--- src/rtl/cdc_pkg.sv ---
// Shared definitions for the toggle-handshake clock-domain crossing endpoints.
package cdc_pkg;

    typedef enum logic [0:0] {
        RX_IDLE  = 1'b0,
        RX_VALID = 1'b1
    } rx_state_t;

    localparam int SYNC_STAGES_MIN = 2;
    localparam int SYNC_STAGES_MAX = 4;

    function automatic bit sync_stages_ok(input int n);
        return (n >= SYNC_STAGES_MIN) && (n <= SYNC_STAGES_MAX);
    endfunction

endpackage

--- src/rtl/cdc_handshake_rx_if.sv ---
// Toggle request/acknowledge pair plus the local valid/ready beat of the receive endpoint.
interface cdc_handshake_rx_if #(
    parameter int DATA_W = 8
);
    logic              req_tog;
    logic [DATA_W-1:0] req_data;
    logic              ack_tog;
    logic              out_valid;
    logic [DATA_W-1:0] out_data;
    logic              out_ready;

    modport slave (
        input  req_tog,
        input  req_data,
        input  out_ready,
        output ack_tog,
        output out_valid,
        output out_data
    );

    modport master (
        output req_tog,
        output req_data,
        output out_ready,
        input  ack_tog,
        input  out_valid,
        input  out_data
    );
endinterface

--- src/rtl/bit_sync.sv ---
// N-flop single-bit synchronizer with synchronous active-low reset.
module bit_sync #(
    parameter int N = 2
) (
    input  logic clk,
    input  logic rst_n,
    input  logic d,
    output logic q
);
    logic [N-1:0] sync_reg;
    logic [N-1:0] sync_next;

    genvar gi;
    generate
        for (gi = 0; gi < N; gi++) begin : g_stage
            if (gi == 0) begin : g_first
                assign sync_next[gi] = d;
            end else begin : g_chain
                assign sync_next[gi] = sync_reg[gi-1];
            end
        end
    endgenerate

    always_ff @(posedge clk) begin
        if (!rst_n) begin
            sync_reg <= '0;
        end else begin
            sync_reg <= sync_next;
        end
    end

    assign q = sync_reg[N-1];
endmodule

--- src/rtl/cdc_handshake_rx.sv ---
// Receive endpoint of the toggle handshake: detects request edges, captures the held
// source word, offers it as a valid/ready beat and toggles the acknowledge when consumed.
module cdc_handshake_rx
    import cdc_pkg::*;
#(
    parameter int DATA_W      = 8,
    parameter int SYNC_STAGES = 2,
    parameter int CNT_W       = 16
) (
    input  logic               sys_clk,
    input  logic               sys_rst_n,
    cdc_handshake_rx_if.slave  rx,
    output logic [CNT_W-1:0]   xfer_cnt,
    output logic               busy,
    output logic               proto_err
);
    generate
        if (!sync_stages_ok(SYNC_STAGES)) begin : g_bad_depth
            $error("cdc_handshake_rx: SYNC_STAGES out of range");
        end
    endgenerate

    logic req_sync;
    logic req_hist_reg;
    logic req_edge;

    bit_sync #(
        .N(SYNC_STAGES)
    ) u_req_sync (
        .clk  (sys_clk),
        .rst_n(sys_rst_n),
        .d    (rx.req_tog),
        .q    (req_sync)
    );

    always_ff @(posedge sys_clk) begin
        if (!sys_rst_n) begin
            req_hist_reg <= 1'b0;
        end else begin
            req_hist_reg <= req_sync;
        end
    end

    assign req_edge = req_sync ^ req_hist_reg;

    rx_state_t         state_reg, state_next;
    logic [DATA_W-1:0] out_data_reg, out_data_next;
    logic              ack_tog_reg, ack_tog_next;
    logic [CNT_W-1:0]  xfer_cnt_reg, xfer_cnt_next;
    logic              proto_err_reg, proto_err_next;

    always_ff @(posedge sys_clk) begin
        if (!sys_rst_n) begin
            state_reg     <= RX_IDLE;
            out_data_reg  <= '0;
            ack_tog_reg   <= 1'b0;
            xfer_cnt_reg  <= '0;
            proto_err_reg <= 1'b0;
        end else begin
            state_reg     <= state_next;
            out_data_reg  <= out_data_next;
            ack_tog_reg   <= ack_tog_next;
            xfer_cnt_reg  <= xfer_cnt_next;
            proto_err_reg <= proto_err_next;
        end
    end

    // req_data is sampled directly: the sender holds it from the toggle until the ack,
    // and the synchronizer delay guarantees it has settled by the edge-detect cycle.
    always_comb begin
        state_next     = state_reg;
        out_data_next  = out_data_reg;
        ack_tog_next   = ack_tog_reg;
        xfer_cnt_next  = xfer_cnt_reg;
        proto_err_next = proto_err_reg;
        case (state_reg)
            RX_IDLE: begin
                if (req_edge) begin
                    state_next    = RX_VALID;
                    out_data_next = rx.req_data;
                end
            end
            RX_VALID: begin
                if (req_edge) begin
                    proto_err_next = 1'b1;
                end
                if (rx.out_ready) begin
                    state_next    = RX_IDLE;
                    ack_tog_next  = ~ack_tog_reg;
                    xfer_cnt_next = xfer_cnt_reg + CNT_W'(1);
                end
            end
            default: begin
                state_next = RX_IDLE;
            end
        endcase
    end

    assign rx.out_valid = (state_reg == RX_VALID);
    assign rx.out_data  = out_data_reg;
    assign rx.ack_tog   = ack_tog_reg;
    assign busy         = (state_reg == RX_VALID);
    assign xfer_cnt     = xfer_cnt_reg;
    assign proto_err    = proto_err_reg;
endmodule

--- src/flat_wrapper.sv ---
// flat-port wrapper written by rule: the top's interface ports become plain ports
module cdc_handshake_rx_flat import cdc_pkg::*;
#(
    parameter int DATA_W      = 8,
    parameter int SYNC_STAGES = 2,
    parameter int CNT_W       = 16
)
  (sys_clk, sys_rst_n, xfer_cnt, busy, proto_err, rx_req_tog, rx_req_data, rx_out_ready, rx_ack_tog, rx_out_valid, rx_out_data);
  cdc_handshake_rx_if #(.DATA_W(DATA_W)) rx_i ();
  input  logic sys_clk;
  input  logic sys_rst_n;
  output logic [CNT_W-1:0] xfer_cnt;
  output logic busy;
  output logic proto_err;
  input wire logic [$bits(rx_i.req_tog)-1:0] rx_req_tog;
  input wire logic [$bits(rx_i.req_data)-1:0] rx_req_data;
  input wire logic [$bits(rx_i.out_ready)-1:0] rx_out_ready;
  output wire logic [$bits(rx_i.ack_tog)-1:0] rx_ack_tog;
  output wire logic [$bits(rx_i.out_valid)-1:0] rx_out_valid;
  output wire logic [$bits(rx_i.out_data)-1:0] rx_out_data;
  assign rx_i.req_tog = rx_req_tog;
  assign rx_i.req_data = rx_req_data;
  assign rx_i.out_ready = rx_out_ready;
  assign rx_ack_tog = rx_i.ack_tog;
  assign rx_out_valid = rx_i.out_valid;
  assign rx_out_data = rx_i.out_data;
  cdc_handshake_rx #(.DATA_W(DATA_W), .SYNC_STAGES(SYNC_STAGES), .CNT_W(CNT_W)) u_core (.sys_clk(sys_clk), .sys_rst_n(sys_rst_n), .rx(rx_i), .xfer_cnt(xfer_cnt), .busy(busy), .proto_err(proto_err));
endmodule
--- config.mk ---
export PLATFORM = sky130hd
export DESIGN_NAME = cdc_handshake_rx_flat
export DESIGN_NICKNAME = d
export VERILOG_FILES = /design/src/rtl/cdc_pkg.sv /design/src/rtl/cdc_handshake_rx_if.sv /design/src/rtl/bit_sync.sv /design/src/rtl/cdc_handshake_rx.sv /design/src/flat_wrapper.sv
export SDC_FILE = /design/constraint.sdc
export NUM_CORES = 1
export LEC_CHECK = 0
export CAP_MARGIN = 40
export CORE_MARGIN = 4
export CORE_UTILIZATION = 48
export DETAILED_ROUTE_END_ITERATION = 10
export PLACE_DENSITY_LB_ADDON = 0.15
export SYNTH_ARGS = -nofsm -noshare
export SYNTH_HDL_FRONTEND = slang
export SYNTH_SLANG_ARGS = --single-unit
--- constraint.sdc ---
create_clock -name sys_clk -period 3.1 [get_ports sys_clk]
set_clock_uncertainty 0.15 [all_clocks]
set_input_delay 0.93 -clock sys_clk [delete_from_list [all_inputs] [get_ports sys_clk]]
set_output_delay 0.93 -clock sys_clk [all_outputs]
set_load 0.01 [all_outputs]
Yosys cells after proc, flatten, opt, wreduce, memory -nomap -nowiden

Index checks and enable logic that the tools add are counted.

$add $sub $neg: 1
Multiplexer cells: 3
Bitwise operators: 3
Reductions and logical operators: 3

Operators by type and width:

| operator                                      | number |
|---|---|
| adder 16 x 1 -> 16 bit, second input constant | 1 |
| AND reduction 2 bit                           | 3 |
| 2-to-1 mux 1 bit                              | 2 |
| NOT 1 bit                                     | 2 |
| case mux 1 bit (2 select lines)               | 1 |
| XOR 1 bit                                     | 1 |

Bits in registers: 30
Bits of input ports: 12
Word-level logic and storage cells: 17

Logic depth before layout (Yosys ltp)

Depth in word-level cells: 3
Gate-level depth with buffers: 5

Cells and area by module

Synthesis repeated with hierarchy kept, for this count alone.

Cell total of the unflattened synthesis: 124
Area total of the unflattened synthesis: 1197.4 µm²

Modules (own cells, without submodules):

| module           | instances | cells each | area an instance (µm²) |
|---|---|---|---|
| cdc_handshake_rx | 1         | 120        | 1144.8 |
| bit_sync         | 1         | 4          | 52.6 |

Worst setup path after synthesis

Ideal clock, no wire load.

Kind: input -> register
Start: input port rx_out_ready
End: register u_core.xfer_cnt_reg[13], in the netlist u_core.xfer_cnt[13]
Arrival time: 1.794 ns
Required time: 2.879 ns
Path slack: 1.085 ns
Cell stages on the path: 4
Cells stage by stage: and4_1 nand2_1 or4_1 a21oi_1

Longest elaborated chain between the ends: 1

RTL lines:

| element                       | RTL line               | source |
|---|---|---|
| start, declared               | flat_wrapper.sv:17     | `input wire logic [$bits(rx_i.out_ready)-1:0] rx_out_ready;` |
| AND reduction 2 bit (no line) | --                     |  |
| end signal, assigned          | cdc_handshake_rx.sv:63 | `xfer_cnt_reg <= xfer_cnt_next;` |
| end, declared                 | cdc_handshake_rx.sv:49 | `logic [CNT_W-1:0] xfer_cnt_reg, xfer_cnt_next;` |

Every way passes these cells.
A chain may end at the register's enable or synchronous reset.

Worst setup path after layout

Start: register u_core.state_reg, in the netlist u_core.busy
End: output port rx_out_valid

RTL lines:

| element                | RTL line               | source |
|---|---|---|
| start, declared        | cdc_handshake_rx.sv:46 | `rx_state_t state_reg, state_next;` |
| start signal, assigned | cdc_handshake_rx.sv:60 | `state_reg <= state_next;` |
| end, declared          | flat_wrapper.sv:19     | `output wire logic [$bits(rx_i.out_valid)-1:0] rx_out_valid;` |

No word-level cell between the ends.

==> out/metrics.cfg <==
[min_path]
hold-path-endpoint=u_core.u_req_sync.sync_reg[1]$_SDFF_PN0_
hold_path_class=register to register
min_from=u_core.u_req_sync.sync_reg[0]$_SDFF_PN0_
whs_path_depth=1

[cts]
cts_root_buf=clkbuf_4
post-cts-setup-buffers=0
clk_pin_slew_ns=0.08
insertion_delay_ns=0.32
clock_path_buffers=2
cts_buffers=5
cts_tree=yes
cts_resized=0
cts_hold_buf=0
h-tree-depth=2
cts.sink_count=30

[yosys]
async_reset_ff_share_pct=0
synth_edf_count=0
synth_area_sq_um=1217
syn_area_per_cell_sq_um=9.437
synth_cells=129
ys_seq_area_share_pct=49.33
synthFlopType=dfxtp_1
synthDistinctLibCells=29
synth_nets=142
yosysWarnings=0
synth_seq_cells=30

[timing]
slew_headroom_pct=41.05
fin_tns_setup_ns=0
grt_setup_unrepaired=no
timing.fmax_mhz=396.9
setup_violations=0
period_share_pct=81.27
hold_violations=0
period_needed_ns=2.519
worst_pin_slew_ns=0.8825
drv_slew=0

[pwr]
p_leak_uw=0.0005996
power_uw=687.4
ir_drop_mv=0.4109
power.density_nw_per_um2=410.0

[route]
dr_total_vias=1055
vias_per_cell=5.328
antenna_left=0
wl_microns=2670
first_pass_iters=4
post_drt_wl_per_cell_microns=13.48
drc=0
dr.first_iter.drc_count=29

[floorplan]
die_h_microns=58.36
ios=40
die_area_sq_um=3406
initial_core_util_pct=52.51
die_w_microns=58.36
core_area_sq_um=2318
num_rows=17

[place]
globalplace.congestion=0.8043
dp.cells=192
place_hpwl_microns=1965
port_buffers=39

[worst_setup_path]
required_ns=2.02
crit_arrival_ns=1.44
reg2reg_depth=4
critical-path-top-delay-family=buffers and inverters
start_kind=register
crit_fanout=11
slowest_delay_ns=0.61
r2r_end=u_core.rx.out_data[3]$_SDFFE_PN0P_
critPathSlowestCell=clkdlybuf4s50_1
r2r-start=u_core.u_req_sync.sync_reg[1]$_SDFF_PN0_
path_class=register to primary output
crit_chain=clkdlybuf4s50_1
critPathBufInv=1
worst_setup_path_end_kind=primary output
ff2ff_setup_slack_ns=1.18

[cells_and_area]
antenna_cells=0
syn2layout_area_growth_pct=37.72
postLayoutCoreUtil_pct=72.32
nets=184
drive_above_1_share_pct=6.471
stdcell_count=198
mostFrequentLayoutCell=clkdlybuf4s50_1
largest_reg_flops=16
final_cell_mix=clkdlybuf4s50_1 (39), dfxtp_1 (30), nor2_1 (20)

[flow_run]
drv_cap=0

[global_routing]
grt.total_usage_pct=17.21
grt_max_degree=15
grt_pass1_wl_microns=4416
grt.overflow.total=0
grt_pass1_vias=1031
antenna_found_initial=0

[outcome]
outcome=finished, final reports clean

==> kinds of logic (layout without fill, tap and decap cells) <==
logic type	count (synthesis)	count (layout)	synth area share, %
XOR/XNOR	12	12	8.633
AND/OR/NAND/NOR	55	55	23.95
AO/OA/AOI/OAI	13	13	6.886
buffers and inverters	10	51	3.596
adder cells (fa/ha/maj)	1	1	1.028
flip-flops	30	30	49.33
multiplexers	8	8	6.578
==> synth_stat cells, types with 3 or more instances <==
cell type	instances	area (sq um)
a21oi_1	7	35.03
and2_1	5	31.28
dfxtp_1	30	600.6
inv_1	4	15.01
mux2i_1	8	80.08
nand2_1	7	26.28
nand3_1	6	30.03
nand4_1	4	25.02
nor2_1	20	75.07
o31ai_1	4	30.03
or4_1	3	22.52
xnor2_1	4	35.03
xor2_1	8	70.07
==> power by group <==
part | internal, uW | leakage (uW) | switching (uW)
combinational | 37.6 | 0.000326 | 25.9
sequential | 395 | 0.000243 | 7.30
clock | 102 | 0.0000302 | 120
total | 534 | 0.000600 | 153
==> worst max-delay path by stage <==
stage / endpoint / cells after the start / startpoint
after floorplan: u_core.xfer_cnt[13]$_SDFFE_PN0P_ / 4 / rx_out_ready
after global placement: u_core.xfer_cnt[9]$_SDFFE_PN0P_ / 5 / rx_out_ready
after detailed placement: u_core.xfer_cnt[13]$_SDFFE_PN0P_ / 5 / rx_out_ready
after CTS: rx_out_valid / 1 / u_core.busy$_SDFF_PN0_
after global routing: busy / 1 / u_core.busy$_SDFF_PN0_
final: rx_out_valid / 1 / u_core.busy$_SDFF_PN0_
==> per-stage QoR <==
stage          hold slack [ns]  worst slack (ns)  instance area (sq um)
3_3_place_gp            0.2667            0.4618                   1625
2_1_floorplan           0.2618             1.085                   1217
6_report                0.2901            0.5808                   1677
4_1_cts                 0.2981            0.5680                   1677
3_5_place_dp            0.2780            0.4052                   1625
5_1_grt                 0.3197            0.4827                   1677
==> routing by layer <==
layer  wire length [microns]  GRT usage, %
met4                      45         7.947
met1                    1131         19.43
met5                       0             0
met2                    1313         29.19
met3                     178         5.702
==> final cells by class <==
class                   instances  area, sq um
clock buffers                   6        51.30
fillers                       192        641.9
inverters                       5        18.77
multi-input cells              89        573.1
flip-flops and latches         30        600.6
well taps                      28        35.03
repair buffers                 40        397.9
(Power assumes the default switching activity.)
==> variant (config.mk and constraints unchanged) <==
`CNT_W` is set to 16 in 2 places; all go to 32.
--- a/src/rtl/cdc_handshake_rx.sv
+++ b/src/rtl/cdc_handshake_rx.sv
@@ -7,3 +7,3 @@
     parameter int SYNC_STAGES = 2,
-    parameter int CNT_W       = 16
+    parameter int CNT_W       = 32
 ) (
--- a/src/flat_wrapper.sv
+++ b/src/flat_wrapper.sv
@@ -5,3 +5,3 @@
     parameter int SYNC_STAGES = 2,
-    parameter int CNT_W       = 16
+    parameter int CNT_W       = 32
 )
Ports: changed (resized xfer_cnt); port bits go from 40 to 56. The function was not compared with the original's and may differ.
==> variant against the original RTL <==
Wire length increased by 61%. Final area increased by 60%. Setup slack got worse by 65 ps. Clock power increased by 100%. Core utilization decreased by 5.1 points. Area after synthesis increased by 62%. Combinational power increased by 9.3%. Total power increased by 63%. Sequential cell count increased by 16. Critical endpoint is now u_core.xfer_cnt[25]. Largest cell class is now multi-input combinational cells. Largest power group unchanged.
==> variant: results (changes against the original RTL) <==
- The number of global-route vias before repair is 1654 (+60%).
- The share of async-settable or async-resettable flops after synthesis was 0% (unchanged).
- The post-CTS setup buffer count was 0 (unchanged).
* Wire length of the first global-routing pass: 7240 um (+64%)
- Antenna diode count: 0 (unchanged)
* Layout net count: 286 (+55%)
- The largest net degree at the start of global routing was 25 (+10).
* Max FFs per register: 32 (+16)
* Number of gates resized after CTS: 0 (unchanged)
- Grt met3 use: 5.96% (+0.25 points)
- All-layer global routing usage: 17.3% (+0.077 points)
* Sequential share of the synthesized area: 46.7% (-2.6 points)
- The synthesized net count came to 229 (+61%).
- Global routing usage on met2: 28.7% (-0.47 points)
- The maximum resistive drop on vdd is 0.330 mV (-20%).
* Final weighted congestion in routability-driven placement: 0.778 (-3.3%)
- The path class of the tightest hold or removal check is reg2reg.
- The cell sitting at the root of the clock tree is a sky130_fd_sc_hd__clkbuf_8.
- Total clock buffers created by CTS: 5 (unchanged)
- Cell total after placement: 316 (+65%)
- The post-detailed-route via-to-cell ratio came to 5.48 (+2.9%).
- Depth of the CTS H-tree: 2 (unchanged)
- Mean cell area of the mapped netlist: 9.13 um^2 (-3.3%)
- Buffers from clock root to sink, at most: 2 (unchanged)
- The relative slew slack is 77.5% (+36 points).
- The leakage power of the design came to 0.926 nW (+54%).
- The signal arrival time at the worst endpoint was 2680 ps (+1240 ps).
* Placed wire-length estimate: 3110 um (+58%)
- PortBufs: 55 (+41%)
- Fill cell total of the finished layout: 337 (+76%)
* Leading cell types by total area after synthesis: sky130_fd_sc_hd__dfxtp_1 (47%), sky130_fd_sc_hd__xor2_1 (5.8%), sky130_fd_sc_hd__a21oi_1 (5.1%), sky130_fd_sc_hd__mux2i_1 (5.1%), sky130_fd_sc_hd__or4_1 (4.6%)
* Dpl cell area: 2580 um^2 (+59%)
* Routed wire per std cell: 13.3 um (-1.4%)
- The total wirelength of the detailed-routed design is 4310 um (+61%).
- Result of the run: finished clean
- The internal cell power was 0.877 mW (+64%).
* Synth cell types: 30 (+3.4%)
* Clk Latency, worst-skew pair: roughly 310 ps
- The commonest cells after synthesis are sky130_fd_sc_hd__dfxtp_1 (46), sky130_fd_sc_hd__nor2_1 (21), sky130_fd_sc_hd__a21oi_1 (20), sky130_fd_sc_hd__nand2_1 (14), sky130_fd_sc_hd__xor2_1 (13).
- The fraction of layout instances using a drive strength above 1 was 7.30% (+0.83 points).
* Starting DRC count in detailed routing: 95 (+230%)
* Met1 capacity usage during global routing: 20.6% (+1.2 points)
* Initial DRT Pass Iterations: 4 (unchanged)
* CP max FO: 17 (+6)
variant: critical path: stages:
cell                              delay (ps)
sky130_fd_sc_hd__clkdlybuf4s50_1         540
sky130_fd_sc_hd__and4_1                  240
sky130_fd_sc_hd__nand4_1                 100
sky130_fd_sc_hd__buf_4                   210
sky130_fd_sc_hd__or4_1                   510
sky130_fd_sc_hd__a21oi_1                 150
variant: final timing paths:
path	startpoint	end	slack, ps	cells after the start
max	rx_out_ready	u_core.xfer_cnt[25]	520	6
min	u_core.u_req_sync.sync_reg[0]	u_core.u_req_sync.sync_reg[1]	310	1
max reg2reg	u_core.xfer_cnt[12]	u_core.xfer_cnt[28]	970	4
min reg2reg	u_core.u_req_sync.sync_reg[0]	u_core.u_req_sync.sync_reg[1]	310	1
variant: through the flow:
| stage | hold slack, ps | setup WS (ps) | power [mW] |
|---|---|---|---|
| 5_1_grt | 323 | 387 | 1.16 |
| 4_1_cts | 308 | 522 | 1.13 |
| 3_5_place_dp | 273 | 197 | 0.691 |
| 2_1_floorplan | 262 | 731 | 0.651 |
| 6_report | 306 | 515 | 1.12 |
| 3_3_place_gp | 281 | 255 | 0.690 |
variant: layout make-up:
type / count / area [um^2] / area share [%]
Clock buffer: 5 / 68.8 / 2.56
Clock inverter: 3 / 40.0 / 1.49
Inverter: 6 / 22.5 / 0.838
Multi-Input combinational cell: 152 / 970 / 36.1
Sequential cell: 46 / 921 / 34.3
Tap cell: 50 / 62.6 / 2.33
Timing Repair Buffer: 62 / 603 / 22.4
variant: logic make-up after synthesis:
| logic type | share of synthesized area (%) |
|---|---|
| AO/OA/AOI/OAI | 11.5 |
| multiplexers | 5.08 |
| buffers and inverters | 4.12 |
| XOR/XNOR | 5.77 |
| adder cells (fa/ha/maj) | 0.634 |
| AND/OR/NAND/NOR | 26.1 |
| flip-flops | 46.7 |
variant: routing by layer:
layer | share of wire [%] | vias to the layer above
met5 | 0 | -
met4 | 1.5 | 0
met3 | 5.2 | 7
met2 | 47 | 42
met1 | 47 | 839
li1 | - | 889
variant: power by group through the flow:
stage | registers [mW] | logic (mW) | clock network, mW
after floorplan | 0.624 | 0.0275 | 0
after global placement | 0.621 | 0.0688 | 0
after detailed placement | 0.621 | 0.0701 | 0
after CTS | 0.607 | 0.0703 | 0.452
after global routing | 0.609 | 0.0754 | 0.476
final | 0.607 | 0.0694 | 0.444
